## config.mk

```make
export PLATFORM = sky130hd
export DESIGN_NAME = pc_select_flat
export DESIGN_NICKNAME = d
export VERILOG_FILES = /design/src/rtl/pc_select_if.sv /design/src/rtl/pc_select.sv /design/src/flat_wrapper.sv
export SDC_FILE = /design/constraint.sdc
export NUM_CORES = 1
export LEC_CHECK = 0
export CAP_MARGIN = 20
export CORE_AREA = 2 2 154 156
export CTS_CLUSTER_DIAMETER = 30
export DETAILED_ROUTE_END_ITERATION = 10
export DIE_AREA = 0 0 156 158
export GPL_ROUTABILITY_DRIVEN = 0
export SLEW_MARGIN = 20
export SYNTH_ARGS = -nofsm -noshare
export SYNTH_HDL_FRONTEND = slang
export SYNTH_SLANG_ARGS = --single-unit
```

## constraint.sdc

```tcl
create_clock -name clk -period 5.7 [get_ports clk]
set_clock_uncertainty 0.1 [all_clocks]
set_input_delay 1.14 -clock clk [delete_from_list [all_inputs] [get_ports clk]]
set_output_delay 1.14 -clock clk [all_outputs]
set_load 0.01 [all_outputs]
```

## src/rtl/pc_select_if.sv

```systemverilog
// pc_select_if: groups the fetch-side PC control signals of the Y86-64 pipeline.
// master: the pipeline side driving fetch/M/W information and the stall.
// slave:  the pc_select block producing f_pc, F_predPC and the ret hazard flags.
interface pc_select_if;
  logic [3:0]  f_icode;
  logic [63:0] f_valC;
  logic [63:0] f_valP;
  logic        F_stall;
  logic [3:0]  M_icode;
  logic        M_Cnd;
  logic [63:0] M_valA;
  logic [3:0]  W_icode;
  logic [63:0] W_valM;
  logic [63:0] f_pc;
  logic [63:0] F_predPC;
  logic        ret_stall;
  logic        ras_mispred;

  modport master (
    output f_icode, f_valC, f_valP, F_stall,
    output M_icode, M_Cnd, M_valA, W_icode, W_valM,
    input  f_pc, F_predPC, ret_stall, ras_mispred
  );

  modport slave (
    input  f_icode, f_valC, f_valP, F_stall,
    input  M_icode, M_Cnd, M_valA, W_icode, W_valM,
    output f_pc, F_predPC, ret_stall, ras_mispred
  );
endinterface

```

## src/rtl/pc_select.sv

```systemverilog
// pc_select: Y86-64 fetch-side PC selection and next-PC prediction.
// Holds F_predPC, picks the PC driven into fetch (mispredict recovery, ret
// resolution or prediction) and tracks in-flight rets for the hazard unit.
// Optional feature macro: PC_SELECT_RAS_EN builds a circular return-address
// stack plus an outstanding-ret queue so predicted rets need not stall.
module pc_select #(
  parameter int unsigned RAS_DEPTH = 8,
  parameter int unsigned RQ_DEPTH  = 4
) (
  input  logic          clk,
  input  logic          rst,
  pc_select_if.slave    bus
);

  // Ring pointers rely on natural wrap-around, so depths must be powers of two.
  if (RAS_DEPTH < 2 || (RAS_DEPTH & (RAS_DEPTH - 1)) != 0 ||
      RQ_DEPTH < 2 || (RQ_DEPTH & (RQ_DEPTH - 1)) != 0) begin : g_bad_cfg
    $error("pc_select: RAS_DEPTH and RQ_DEPTH must be powers of two >= 2");
  end

  logic        mispred;
  logic        wret;
  logic        redirect;
  logic        pred_load;
  logic [63:0] pred_nxt;
  logic [63:0] pred_pc_p0;

  assign mispred = (bus.M_icode == 4'h7) && !bus.M_Cnd;
  assign wret    = (bus.W_icode == 4'h9);

  assign bus.f_pc     = mispred  ? bus.M_valA :
                        redirect ? bus.W_valM : pred_pc_p0;
  assign bus.F_predPC = pred_pc_p0;

  // F pipeline register: predicted PC of the next instruction.
  always_ff @(posedge clk or posedge rst) begin
    if (rst)            pred_pc_p0 <= '0;
    else if (pred_load) pred_pc_p0 <= pred_nxt;
  end

`ifdef PC_SELECT_RAS_EN
  localparam int RP_W = $clog2(RAS_DEPTH);
  localparam int RC_W = RP_W + 1;
  localparam int QP_W = $clog2(RQ_DEPTH);
  localparam int QC_W = QP_W + 1;
  localparam logic [RP_W-1:0] RP_ONE   = RP_W'(1);
  localparam logic [QP_W-1:0] QP_ONE   = QP_W'(1);
  localparam logic [RC_W-1:0] RAS_FULL = RC_W'(RAS_DEPTH);
  localparam logic [QC_W-1:0] RQ_FULL  = QC_W'(RQ_DEPTH);

  logic [63:0]     ras_mem [RAS_DEPTH];
  logic [RP_W-1:0] ras_ptr, ras_ptr_b, ras_ptr_n;
  logic [RC_W-1:0] ras_cnt, ras_cnt_b, ras_cnt_n;
  logic            ras_avail;
  logic [63:0]     ras_top;

  logic [63:0]     rq_tgt [RQ_DEPTH];
  logic            rq_vld [RQ_DEPTH];
  logic [QP_W-1:0] rq_head, rq_head_n, rq_tail, rq_tail_b, rq_tail_n;
  logic [QC_W-1:0] rq_cnt, rq_cnt_n, inv_cnt, inv_n;

  logic deq, head_vld, head_hit, ras_miss, flush;
  logic rq_full, ret_block, fetch_call, fetch_ret, retire_inv;

  // Retire side: the ret in W dequeues the oldest outstanding prediction.
  assign deq        = wret && (rq_cnt != '0);
  assign head_vld   = rq_vld[rq_head];
  assign head_hit   = head_vld && (rq_tgt[rq_head] == bus.W_valM);
  assign ras_miss   = deq && head_vld && !head_hit;
  assign retire_inv = deq && !head_vld;
  assign redirect   = wret && !(deq && head_hit);
  assign flush      = mispred || ras_miss;

  // A flush empties everything first; the instruction fetched this cycle is
  // on the corrected path and is applied on top of the cleared state.
  assign ras_ptr_b  = flush ? '0 : ras_ptr;
  assign ras_cnt_b  = flush ? '0 : ras_cnt;
  assign ras_avail  = (ras_cnt_b != '0);
  assign ras_top    = ras_mem[ras_ptr_b - RP_ONE];

  assign rq_full    = (rq_cnt == RQ_FULL);
  assign ret_block  = (bus.f_icode == 4'h9) && rq_full && !flush;
  assign fetch_call = (bus.f_icode == 4'h8) && !bus.F_stall;
  assign fetch_ret  = (bus.f_icode == 4'h9) && !bus.F_stall && !ret_block;

  assign rq_head_n  = flush ? '0 : (deq ? rq_head + QP_ONE : rq_head);
  assign rq_tail_b  = flush ? '0 : rq_tail;
  assign rq_tail_n  = fetch_ret ? rq_tail_b + QP_ONE : rq_tail_b;
  assign rq_cnt_n   = (flush ? '0 : rq_cnt - QC_W'(deq)) + QC_W'(fetch_ret);
  assign inv_n      = (flush ? '0 : inv_cnt - QC_W'(retire_inv)) +
                      QC_W'(fetch_ret && !ras_avail);

  assign ras_ptr_n  = fetch_call               ? ras_ptr_b + RP_ONE :
                      (fetch_ret && ras_avail) ? ras_ptr_b - RP_ONE : ras_ptr_b;
  assign ras_cnt_n  = fetch_call ? ((ras_cnt_b == RAS_FULL) ? ras_cnt_b : ras_cnt_b + RC_W'(1)) :
                      (fetch_ret && ras_avail) ? ras_cnt_b - RC_W'(1) : ras_cnt_b;

  assign pred_load       = !bus.F_stall && !ret_block;
  assign bus.ret_stall   = (inv_cnt > QC_W'(retire_inv)) || ret_block;
  assign bus.ras_mispred = ras_miss;

  // Next-PC prediction: jumps and calls take valC, predicted rets the RAS top.
  always_comb begin
    pred_nxt = bus.f_valP;
    case (bus.f_icode)
      4'h7, 4'h8: pred_nxt = bus.f_valC;
      4'h9:       if (ras_avail) pred_nxt = ras_top;
      default:    pred_nxt = bus.f_valP;
    endcase
  end

  // RAS and ret-queue control state; a stall freezes all of it.
  always_ff @(posedge clk or posedge rst) begin
    if (rst) begin
      ras_ptr <= '0;
      ras_cnt <= '0;
      rq_head <= '0;
      rq_tail <= '0;
      rq_cnt  <= '0;
      inv_cnt <= '0;
    end else if (!bus.F_stall) begin
      ras_ptr <= ras_ptr_n;
      ras_cnt <= ras_cnt_n;
      rq_head <= rq_head_n;
      rq_tail <= rq_tail_n;
      rq_cnt  <= rq_cnt_n;
      inv_cnt <= inv_n;
    end
  end

  // Storage: pushed return addresses and the prediction made for each ret.
  always_ff @(posedge clk) begin
    if (fetch_call) ras_mem[ras_ptr_b] <= bus.f_valP;
    if (fetch_ret) begin
      rq_tgt[rq_tail_b] <= ras_top;
      rq_vld[rq_tail_b] <= ras_avail;
    end
  end
`else
  logic [2:0] inflight;

  // Classic PIPE: every ret redirects in W and stalls fetch until then.
  assign redirect        = wret;
  assign pred_load       = !bus.F_stall;
  assign bus.ret_stall   = (inflight > {2'b00, wret});
  assign bus.ras_mispred = 1'b0;

  // Next-PC prediction: jumps and calls take valC, everything else valP.
  always_comb begin
    pred_nxt = bus.f_valP;
    if (bus.f_icode == 4'h7 || bus.f_icode == 4'h8) pred_nxt = bus.f_valC;
  end

  // Count of rets between fetch and write-back.
  always_ff @(posedge clk or posedge rst) begin
    if (rst) begin
      inflight <= '0;
    end else if (!bus.F_stall) begin
      case ({bus.f_icode == 4'h9, wret})
        2'b10:   if (inflight != 3'h7) inflight <= inflight + 3'h1;
        2'b01:   if (inflight != 3'h0) inflight <= inflight - 3'h1;
        default: inflight <= inflight;
      endcase
    end
  end
`endif

endmodule

```

## src/flat_wrapper.sv

```systemverilog
// flat-port wrapper written by rule: the top's interface ports become plain ports
module pc_select_flat 
#(
  parameter int unsigned RAS_DEPTH = 8,
  parameter int unsigned RQ_DEPTH  = 4
)
  (clk, rst, bus_f_icode, bus_f_valC, bus_f_valP, bus_F_stall, bus_M_icode, bus_M_Cnd, bus_M_valA, bus_W_icode, bus_W_valM, bus_f_pc, bus_F_predPC, bus_ret_stall, bus_ras_mispred);
  pc_select_if bus_i ();
  input  logic clk;
  input  logic rst;
  input wire logic [$bits(bus_i.f_icode)-1:0] bus_f_icode;
  input wire logic [$bits(bus_i.f_valC)-1:0] bus_f_valC;
  input wire logic [$bits(bus_i.f_valP)-1:0] bus_f_valP;
  input wire logic [$bits(bus_i.F_stall)-1:0] bus_F_stall;
  input wire logic [$bits(bus_i.M_icode)-1:0] bus_M_icode;
  input wire logic [$bits(bus_i.M_Cnd)-1:0] bus_M_Cnd;
  input wire logic [$bits(bus_i.M_valA)-1:0] bus_M_valA;
  input wire logic [$bits(bus_i.W_icode)-1:0] bus_W_icode;
  input wire logic [$bits(bus_i.W_valM)-1:0] bus_W_valM;
  output wire logic [$bits(bus_i.f_pc)-1:0] bus_f_pc;
  output wire logic [$bits(bus_i.F_predPC)-1:0] bus_F_predPC;
  output wire logic [$bits(bus_i.ret_stall)-1:0] bus_ret_stall;
  output wire logic [$bits(bus_i.ras_mispred)-1:0] bus_ras_mispred;
  assign bus_i.f_icode = bus_f_icode;
  assign bus_i.f_valC = bus_f_valC;
  assign bus_i.f_valP = bus_f_valP;
  assign bus_i.F_stall = bus_F_stall;
  assign bus_i.M_icode = bus_M_icode;
  assign bus_i.M_Cnd = bus_M_Cnd;
  assign bus_i.M_valA = bus_M_valA;
  assign bus_i.W_icode = bus_W_icode;
  assign bus_i.W_valM = bus_W_valM;
  assign bus_f_pc = bus_i.f_pc;
  assign bus_F_predPC = bus_i.F_predPC;
  assign bus_ret_stall = bus_i.ret_stall;
  assign bus_ras_mispred = bus_i.ras_mispred;
  pc_select #(.RAS_DEPTH(RAS_DEPTH), .RQ_DEPTH(RQ_DEPTH)) u_core (.clk(clk), .rst(rst), .bus(bus_i));
endmodule
```

==> summary.txt, run 1 <==
Finish
  – Fillers: 2,288
  – Share of layout cells above drive strength 1: 0.173
  – Area grow syn2layout: 84.6%
  – N_diodes: 0
  – NumNets Final: 1,178

Global route
  – Vias in the first global route: 5,734
  – Largest net degree at the start of global routing: 101
  – Initial antenna violation count: 1
  – Global-route wire length before repair: 32.2 mm
  – GR Overflow Total: 0
  – GRT Util Overall: 0.167

CTS
  – Clock Sinks: 67
  – CTS buffer count: 9
  – Hold buffer count at cts: 0
  – Htree depth: 3
  – CTS tree: yes
  – Setup Buffers After CTS: 0
  – Clock buffer depth: 2
  – Cts repair resizes: 0
  – Worst skew pair latency: 0.33 ns
  – Clock-pin slew on the worst setup and hold paths: 0.05 ns
  – Root buf cell: clkbuf_16

Synthesis
  – Yosys Warn Count: 0
  – Synth area leader: dfrtp_1
  – Seq/Total Area, Yosys: 0.319
  – Synthesized Nets: 817
  – Netlist Area Pre-Place: 5250 µm²
  – Synth cell types: 30
  – Share of the synthesized area in the top cell type: 0.319
  – FF+latch count, synth: 67
  – Synth area leaders: dfrtp_1 32%, mux2_2 27%, nand4b_1 11%, o311ai_1 9.7%, inv_1 5.1%
  – Post-Syn Area per Cell: 9.70 µm²
  – Post-Synthesis Cells: 541

Timing
  – Max-slew violations: 0
  – Tmin final: 4.85 ns
  – Setup-failing EPs final: 0
  – Fmax: 0.206 GHz
  – Worst slew pin tran: 0.889 ns
  – Final period util: 0.851
  – Post-route setup TNS: 0 ns
  – Slew HR: 0.407
  – Unrepaired setup endpoints after global routing: no
  – Final hold violation count: 0
  – WHS: 0.423 ns

Detailed routing
  – Mean routed wirelength per cell: 18.1 µm
  – Routed wire length: 21.7 mm
  – Drt first pass iters: 5
  – DR vias: 5,686
  – Routed Antenna Nets: 0
  – DRT iter0 DRCs: 261
  – DRC: 0
  – Vias/cell: 4.75

Floorplan
  – Die area: 24,600 µm²
  – # IOs: 402
  – Core ar.: 23,100 µm²
  – Row count: 56
  – Die Height: 158 µm
  – Initial core utilization: 0.228
  – Die X: 156 µm

Worst setup path
  – Critical Path Start Type: input pin
  – R2R setup slack: 4.04 ns
  – Worst EP arrival: 3.61 ns
  – CP Max Fanout: 64
  – Data required, critical path: 4.46 ns
  – Launch point of the worst path: bus_M_icode[2]
  – Register-to-Register Path Depth: 5
  – Critical Path Sink: bus_f_pc[48]
  – R2R Path End: u_core.inflight[2]
  – Critical Path End Type: primary output
  – Origin of the critical flop-to-flop path: u_core.inflight[0]
  – Critical setup path kind: input pin to primary output

Job
  – Max Cap Viol: 0

Pwr
  – VDD IR max: 63.7 µV
  – Total power: 1.88 mW
  – Pwr Density: 194 nW/µm²
  – Leak Pwr: 3.90 nW

Placed design
  – Post-DP HPWL: 16.0 mm
  – Number of I/O port buffers: 400

Worst hold path
  – HP Start: u_core.bus.F_predPC[18]
  – Worst Hold Class: flop to flop

Run status
  – Status: complete, no violations
==> how the worst min path moves through the flow <==
stage | slack, ns | end | cells past startpoint
final | 0.42 | u_core.bus.F_predPC[18] | 2
after global routing | 0.45 | u_core.bus.F_predPC[56] | 2
after CTS | 0.43 | u_core.bus.F_predPC[56] | 2
after detailed placement | 0.42 | u_core.bus.F_predPC[56] | 2
after global placement | 0.41 | u_core.bus.F_predPC[56] | 2
after floorplan | 0.44 | u_core.bus.F_predPC[56] | 2
==> critical path: stages <==
cell and delay [ns]:
clkdlybuf4s50_1 0.44, nor4bb_1 0.45, nand2_4 0.57, mux2_2 0.49, clkdlybuf4s50_1 0.49
==> stage by stage <==
step                cells   util  setup WS (ns)  instance area [µm²]
floorplan             541      -           1.99                 5250
global placement     1181  0.409          0.825                 9430
detailed placement   1181  0.409          0.821                 9430
CTS                  1196  0.420          0.818                 9690
global route         1196  0.420          0.707                 9690
finish               1196  0.420          0.848                 9690
==> synth_stat cells (all sizes together) <==
| master | instances |
|---|---|
| a32oi | 1 |
| nor2 | 2 |
| o311ai | 65 |
| dfrtp | 67 |
| nor4bb | 1 |
| fa | 1 |
| a31oi | 1 |
| nand2 | 67 |
| o211ai | 1 |
| or4b | 1 |
| clkbuf | 36 |
| inv | 71 |
| nor3b | 1 |
| and2 | 1 |
| and4bb | 1 |
| nand4b | 65 |
| xnor2 | 1 |
| a31o | 2 |
| o21ai | 2 |
| buf | 20 |
| nand4 | 1 |
| a21oi | 1 |
| ha | 3 |
| conb | 1 |
| mux2 | 128 |
==> registers in the layout (all words and copies together), names as in the netlist <==
register	cells
u_core.bus.F_predPC	64
u_core.inflight	3
==> power breakdown <==
part	leakage (nW)	internal [mW]	switching (mW)
logic	2.95	0.503	0.271
clock network	0.132	0.302	0.210
registers	0.817	0.537	0.0580
==> per-layer routing <==
| layer | track usage | up-vias | share of wire |
|---|---|---|---|
| li1 | - | 2715 | - |
| met1 | 0.197 | 2696 | 0.40 |
| met2 | 0.301 | 260 | 0.50 |
| met3 | 0.0493 | 13 | 0.082 |
| met4 | 0.0336 | 2 | 0.0095 |
| met5 | 0 | - | 0.00060 |
==> final cells by class <==
type / count / area [µm²] / area share
timing repair buffer: 406 / 4070 / 0.420
multi-input combinational: 347 / 3050 / 0.315
sequential: 67 / 1680 / 0.173
inverter: 71 / 267 / 0.0275
clock inverter: 3 / 15.0 / 0.00155
clock buffer: 12 / 246 / 0.0254
tap: 290 / 363 / 0.0375
==> cell usage in the layout, fill, tap and decap left out, types with 2 or more instances in the layout <==
cell type / n
a31o_2: 2
o21ai_0: 2
ha_1: 3
clkdlybuf4s50_1: 399
o311ai_0: 5
buf_4: 5
o311ai_2: 2
clkinv_2: 3
clkbuf_16: 9
mux2_2: 128
inv_1: 70
clkbuf_1: 2
buf_12: 2
o311ai_1: 58
nand2_1: 66
dfrtp_1: 67
nand4b_1: 65
nor2_1: 2
==> kinds of logic after synthesis <==
| group | after synthesis | synth area share |
|---|---|---|
| fa+ha+maj | 4 | 0.0110 |
| xor+xnor | 1 | 0.00167 |
| other cells | 1 | 0.000714 |
| mux | 128 | 0.275 |
| simple gates | 140 | 0.168 |
| flops | 67 | 0.319 |
| compound gates | 73 | 0.122 |
| buf+inv | 127 | 0.103 |
(Power assumes the default switching activity.)
==> inputs of run 2 (changes only) <==
ABC_CLOCK_PERIOD_IN_PS = 5700   (was not set)
CELL_PAD_IN_SITES_DETAIL_PLACEMENT = 1   (was not set)
CELL_PAD_IN_SITES_GLOBAL_PLACEMENT = 2   (was not set)
CORE_AREA = not set   (was 2 2 154 156)
CORE_UTILIZATION = 19   (was not set)
DIE_AREA = not set   (was 0 0 156 158)
PLACE_DENSITY_LB_ADDON = 0.1   (was not set)
==> run 2 against run 1 <==
Against the previous run:
- clock power grew 4.7%
- critical path depth grew 1
- first-iteration DRC count shrank 44%
- fmax grew 2.4%
- core utilization shrank 5.8 points
- combinational power grew 2%
- wire length grew 15%
- sequential power grew 1%
- via count grew 2.1%
- final cell count grew 4.6%
- final area grew 0.99%
- highest routed layer is now met4
==> summary.txt, run 2 (synthesized netlist as in run 1, its figures left out) <==
Run status
  – Status: complete, no violations

Worst hold path
  – Worst Hold Class: flop to flop
  – End of the worst hold path: u_core.bus.F_predPC[56]
  – Hold depth: 2 (unchanged)
  – HP Start: u_core.bus.F_predPC[56]

Worst setup path
  – Bufs and invs on worst path: 3 (+1)
  – Origin of the critical flop-to-flop path: u_core.inflight[0]
  – Data required, critical path: 4.46 ns (about the same)
  – Critical setup path kind: input pin to primary output
  – Critical Path Start Type: input pin
  – CP Max Fanout: 30 (-53%)
  – Worst EP arrival: 3.50 ns (-0.11 ns)
  – R2R setup slack: 3.99 ns (-0.05 ns)
  – Delay-heaviest family, CP: buffers and inverters
  – Worst-path cell chain: clkdlybuf4s50_1, and4bb_4, buf_4, mux2_2, mux2_2, clkdlybuf4s50_1
  – Launch point of the worst path: bus_W_icode[1]
  – Slowest stage delay, CP: 0.48 ns (-0.09 ns)
  – Critical Path End Type: primary output
  – Register-to-Register Path Depth: 5 (unchanged)
  – CP max stage cell: clkdlybuf4s50_1
  – R2R Path End: u_core.inflight[2]

Timing
  – Slew HR: 0.417 (+0.00925)
  – Final hold violation count: 0 (unchanged)
  – Max-slew violations: 0 (unchanged)
  – PnR worst setup slack: 0.962 ns (+0.114 ns)
  – Tmin final: 4.74 ns (-0.114 ns)
  – Unrepaired setup endpoints after global routing: no
  – Worst slew pin tran: 0.875 ns (-0.0139 ns)
  – Fmax: 0.211 GHz (+2.4%)
  – Setup-failing EPs final: 0 (unchanged)
  – Final period util: 0.831 (-0.0201)
  – Post-route setup TNS: 0 ns (unchanged)

Job
  – Max Cap Viol: 0 (unchanged)

Finish
  – Number of flip-flops in the largest register: 64 (unchanged)
  – Share of layout cells above drive strength 1: 0.175 (+0.00163)
  – Multi-input logic area: 3050 µm² (about the same)
  – FF/Latch Area: 1680 µm² (unchanged)
  – Layout Cells excl Fill: 1,251 (+4.6%)
  – Area grow syn2layout: 86.4%
  – NumNets Final: 1,180 (+0.17%)
  – Most common cell after layout, fill and taps aside: clkdlybuf4s50_1
  – Core Util, Final: 0.362 (-0.0582)
  – Most frequent cells in the layout: 399 x clkdlybuf4s50_1, 128 x mux2_2, 70 x inv_1
  – Fillers: 3,048 (+33%)

CTS
  – Hold buffer count at cts: 0 (unchanged)
  – CTS tree: yes
  – Clock-pin slew on the worst setup and hold paths: 0.06 ns (about the same)
  – Worst skew pair latency: 0.33 ns (about the same)
  – Cts repair resizes: 0 (unchanged)
  – CTS buffer count: 9 (unchanged)
  – Root buf cell: clkbuf_16
  – Htree depth: 3 (unchanged)
  – Clock Sinks: 67 (unchanged)
  – Setup Buffers After CTS: 0 (unchanged)
  – Clock buffer depth: 2 (unchanged)

Global route
  – GRT Util Overall: 0.173 (+0.00623)
  – Initial antenna violation count: 0 (-1)
  – Global-route wire length before repair: 37.7 mm (+17%)
  – GR Overflow Total: 0 (unchanged)
  – Largest net degree at the start of global routing: 98 (-3.0%)
  – Vias in the first global route: 6,254 (+9.1%)

Placed design
  – Placed insts: 1,234 (+4.5%)
  – Post-DP HPWL: 18.9 mm (+18%)
  – Post-Place Setup Slack: 0.974 ns (+0.153 ns)
  – Number of I/O port buffers: 400 (unchanged)

Detailed routing
  – Routed wire length: 24.8 mm (+15%)
  – Drt first pass iters: 5 (unchanged)
  – DRT iter0 DRCs: 146 (-44%)
  – M1 WL: 9.50 mm (+8.6%)
  – Met2 WL post-DR: 13.0 mm (+19%)
  – DR vias: 5,806 (+2.1%)
  – DR top layer: met4
  – Routed Antenna Nets: 0 (unchanged)
  – Mean routed wirelength per cell: 19.9 µm (+9.6%)
  – DRC: 0 (unchanged)
  – Vias/cell: 4.64 (-2.4%)
  – Detail Route met3 WL: 2.09 mm (+17%)

Pwr
  – Reg power frac: 0.313 (-0.004)
  – Leak Pwr: 3.91 nW (+0.39%)
  – VDD IR max: 84.4 µV (+32%)
  – Int Power: 1.36 mW (+1.2%)
  – Switching power: 563 µW (+4.6%)
  – Clock power share: 0.279 (+0.007)
  – Pwr Density: 196 nW/µm² (+1.2%)
  – Combinational share of power: 0.408 (-0.003)
  – Switching Share: 0.293 (+0.00684)

Floorplan
  – Die area: 28,300 µm² (+15%)
  – Die Height: 168 µm (+6.5%)
  – Row count: 60 (+7.1%)
  – # IOs: 402 (unchanged)
  – Initial core utilization: 0.194 (-0.0335)
  – Die X: 168 µm (+7.8%)
  – Core ar.: 27,000 µm² (+17%)
==> run 2: cell count changes in the layout (fill, tap and decap cells not counted) <==
cell      change
and2_2        -1
clkbuf_8      +1
diode_2       +1
buf_4         +2
clkbuf_1      +1
inv_2         -1
and2_4        +1
==> run 2: through the flow <==
stage	cell area, µm²	hold slack, ns	power [mW]
2_1_floorplan	5250	0.439	0.909
3_3_place_gp	9510	0.401	1.38
3_5_place_dp	9510	0.402	1.40
4_1_cts	9780	0.415	1.96
5_1_grt	9780	0.440	2.03
6_report	9780	0.416	1.92
==> run 2: power groups by stage <==
stage,logic [mW],clock network [mW],registers (mW)
after detailed placement,0.791,0,0.612
after CTS,0.796,0.557,0.605
final,0.785,0.536,0.602
after global routing,0.844,0.573,0.613
after floorplan,0.298,0,0.611
after global placement,0.774,0,0.610
==> run 2: area by class of cell <==
| type | count | share of cell area |
|---|---|---|
| multi-input cells | 347 | 0.312 |
| flip-flops and latches | 67 | 0.171 |
| repair buffers | 408 | 0.418 |
| diodes | 1 | 0.000256 |
| clock buffers | 14 | 0.0270 |
| clock inverters | 2 | 0.00102 |
| inverters | 71 | 0.0274 |
| well taps | 341 | 0.0436 |
==> run 2: per-layer routing <==
metal	vias up	track usage
met5	-	0
met4	0	0.0403
met3	12	0.0517
met2	256	0.323
met1	2815	0.191
li1	2723	-
==> run 2: worst max path at each step <==
stage / to / cells past startpoint
after CTS: bus_f_pc[22] / 6
after floorplan: bus_f_pc[15] / 5
final: bus_f_pc[22] / 6
after global routing: bus_f_pc[33] / 6
after detailed placement: bus_f_pc[22] / 6
after global placement: bus_f_pc[2] / 6
==> run 2: worst register-to-register path, delay by kind of cell (launching register included) <==
family | cells | cell delay [ns]
buffers and inverters | 1 | 0.12
AOI/OAI and AO/OA | 3 | 0.51
DFF | 1 | 0.38
adders and majority gates | 1 | 0.50
==> inputs of run 3 (changes only) <==
ABC_CLOCK_PERIOD_IN_PS = 4700   (was 5700)
CORE_UTILIZATION = 18   (was 19)
clock period = 4.7 ns   (was 5.7 ns; I/O delays follow)
==> run 3 against run 2 <==
Against the previous run:
- final area increased by 0.70%
- first-iteration DRC count up 12%
- global-route usage is 0.93 points lower
- sequential power up 21%
- total power increased by 20%
- worst hold slack improved by 0.027 ns
==> summary.txt, run 3 (synthesized netlist as in run 1, its figures left out) <==
Detailed routing
  – DRC: 0 (unchanged)
  – DR vias: 5,833 (+0.47%)
  – Drt first pass iters: 5 (unchanged)
  – DRT iter0 DRCs: 164 (+12%)
  – Mean routed wirelength per cell: 19.2 µm (-3.3%)
  – Routed wire length: 24.8 mm (unchanged)
  – Routed Antenna Nets: 0 (unchanged)
  – Vias/cell: 4.51 (-2.9%)

Job
  – Max Cap Viol: 0 (unchanged)

Worst setup path
  – Data required, critical path: 3.66 ns (-0.80 ns)
  – Critical Path End Type: primary output
  – CP max stage cell: and4bb_4
  – Critical Path Start Type: input pin
  – CP Max Fanout: 24 (-20%)
  – R2R setup slack: 2.99 ns (-1.00 ns)
  – Bufs and invs on worst path: 3 (unchanged)
  – Worst-path cell chain: clkdlybuf4s50_1, and4bb_4, buf_12, mux2_2, mux2_2, clkdlybuf4s50_1
  – Delay-heaviest family, CP: buffers and inverters
  – Slowest stage delay, CP: 0.50 ns (+0.02 ns)
  – Worst EP arrival: 3.24 ns (-0.26 ns)
  – Critical setup path kind: input pin to primary output

Placed design
  – Post-DP HPWL: 18.7 mm (-0.82%)
  – Placed insts: 1,277 (+3.5%)
  – Post-DP Area: 9580 µm² (+0.83%)
  – Number of I/O port buffers: 400 (unchanged)

Timing
  – Tmin final: 4.28 ns
  – Slew HR: 0.426 (+0.00897)
  – Final period util: 0.912
  – Setup-failing EPs final: 0 (unchanged)
  – WHS: 0.443 ns (+0.0271 ns)
  – Post-route setup TNS: 0 ns (unchanged)
  – Final hold violation count: 0 (unchanged)
  – Unrepaired setup endpoints after global routing: no
  – Worst slew pin tran: 0.861 ns (-0.0135 ns)
  – Fmax: 0.233 GHz
  – Max-slew violations: 0 (unchanged)

CTS
  – CTS tree: yes
  – Cts repair resizes: 0 (unchanged)
  – Worst skew pair latency: 0.33 ns (about the same)
  – Clock Sinks: 67 (unchanged)
  – CTS buffer count: 9 (unchanged)
  – Hold buffer count at cts: 0 (unchanged)
  – Root buf cell: clkbuf_16
  – Setup Buffers After CTS: 0 (unchanged)
  – Clock buffer depth: 2 (unchanged)
  – Clock-pin slew on the worst setup and hold paths: 0.06 ns (about the same)
  – Htree depth: 3 (unchanged)

Finish
  – Most common cell after layout, fill and taps aside: clkdlybuf4s50_1
  – Share of layout cells above drive strength 1: 0.175 (+0.000193)
  – Final instance area: 9850 µm² (+0.70%)
  – Layout Cells excl Fill: 1,294 (+3.4%)
  – Most frequent cells in the layout: 399 x clkdlybuf4s50_1, 128 x mux2_2, 70 x inv_1
  – NumNets Final: 1,180 (unchanged)
  – Area grow syn2layout: 87.7%
  – Number of flip-flops in the largest register: 64 (unchanged)

Floorplan
  – Row count: 62 (+3.3%)
  – Core ar.: 28,700 µm² (+6.2%)
  – Die X: 173 µm (+2.7%)
  – Die area: 29,800 µm² (+5.5%)
  – Die Height: 173 µm (+2.7%)
  – Initial core utilization: 0.183 (-0.0113)
  – # IOs: 402 (unchanged)

Run status
  – Status: complete, no violations

Pwr
  – Pwr Density: 234 nW/µm² (+19%)
  – Total power: 2.31 mW (+20%)
  – Leak Pwr: 3.91 nW (about the same)
  – VDD IR max: 122 µV (+44%)

Global route
  – GRT Util Overall: 0.164 (-0.00933)
  – Vias in the first global route: 6,401 (+2.4%)
  – GR Overflow Total: 0 (unchanged)
  – Global-route wire length before repair: 38.1 mm (+0.95%)
  – Initial antenna violation count: 2 (+2)
  – Largest net degree at the start of global routing: 96 (-2.0%)

Worst hold path
  – Worst Hold Class: flop to flop
-- run 3: changes by cell type in the layout (fill, tap and decap cells not counted), sizes merged --
cell | previous run | this run
diode | 1 | 2
inv | 70 | 71
clkbuf | 14 | 12
-- run 3: through the flow --
stage,worst slack (ns),utilization
floorplan,1.39,-
detailed placement,0.403,0.334
CTS,0.401,0.343
global placement,0.427,0.334
finish,0.416,0.343
global route,0.355,0.343
-- run 3: final cells by class --
class                           instances  area [µm²]
Fill cell                            3275       18900
Timing Repair Buffer                  408        4110
Multi-Input combinational cell        347        3050
Sequential cell                        67        1680
Tap cell                              384         480
Inverter                               71         269
Clock buffer                           12         246
Clock inverter                          3        15.0
Antenna cell                            2        5.00
-- run 3: metal layers --
layer	GRT usage	wire length (µm)	up-vias
met2	0.289	12400	251
met3	0.0521	1970	15
li1	-	-	2721
met4	0.0450	363	0
met5	0	0	-
met1	0.190	10100	2846
-- run 3: worst register-to-register path: stages (launching register included) --
cell	delay, ns
dfrtp_1	0.39
inv_1	0.12
fa_1	0.49
xnor2_1	0.15
a31oi_1	0.12
a31o_2	0.24
-- run 3: report_power, final --
group / switching, mW / internal (mW) / total [mW]
Clock: 0.258 / 0.366 / 0.624
Sequential: 0.0785 / 0.652 / 0.730
Combinational: 0.339 / 0.612 / 0.951
-- run 3: final timing paths --
| kind | cells past startpoint | startpoint | end |
|---|---|---|---|
| worst min-delay path | 2 | u_core.bus.F_predPC[43] | u_core.bus.F_predPC[43] |
| worst min register to register | 2 | u_core.bus.F_predPC[43] | u_core.bus.F_predPC[43] |
| min in group asynchronous | 2 | rst | u_core.bus.F_predPC[34] |
| worst max register to register | 5 | u_core.inflight[0] | u_core.inflight[2] |
| worst max-delay path | 6 | bus_W_icode[1] | bus_f_pc[38] |
| max in group asynchronous | 3 | rst | u_core.bus.F_predPC[59] |
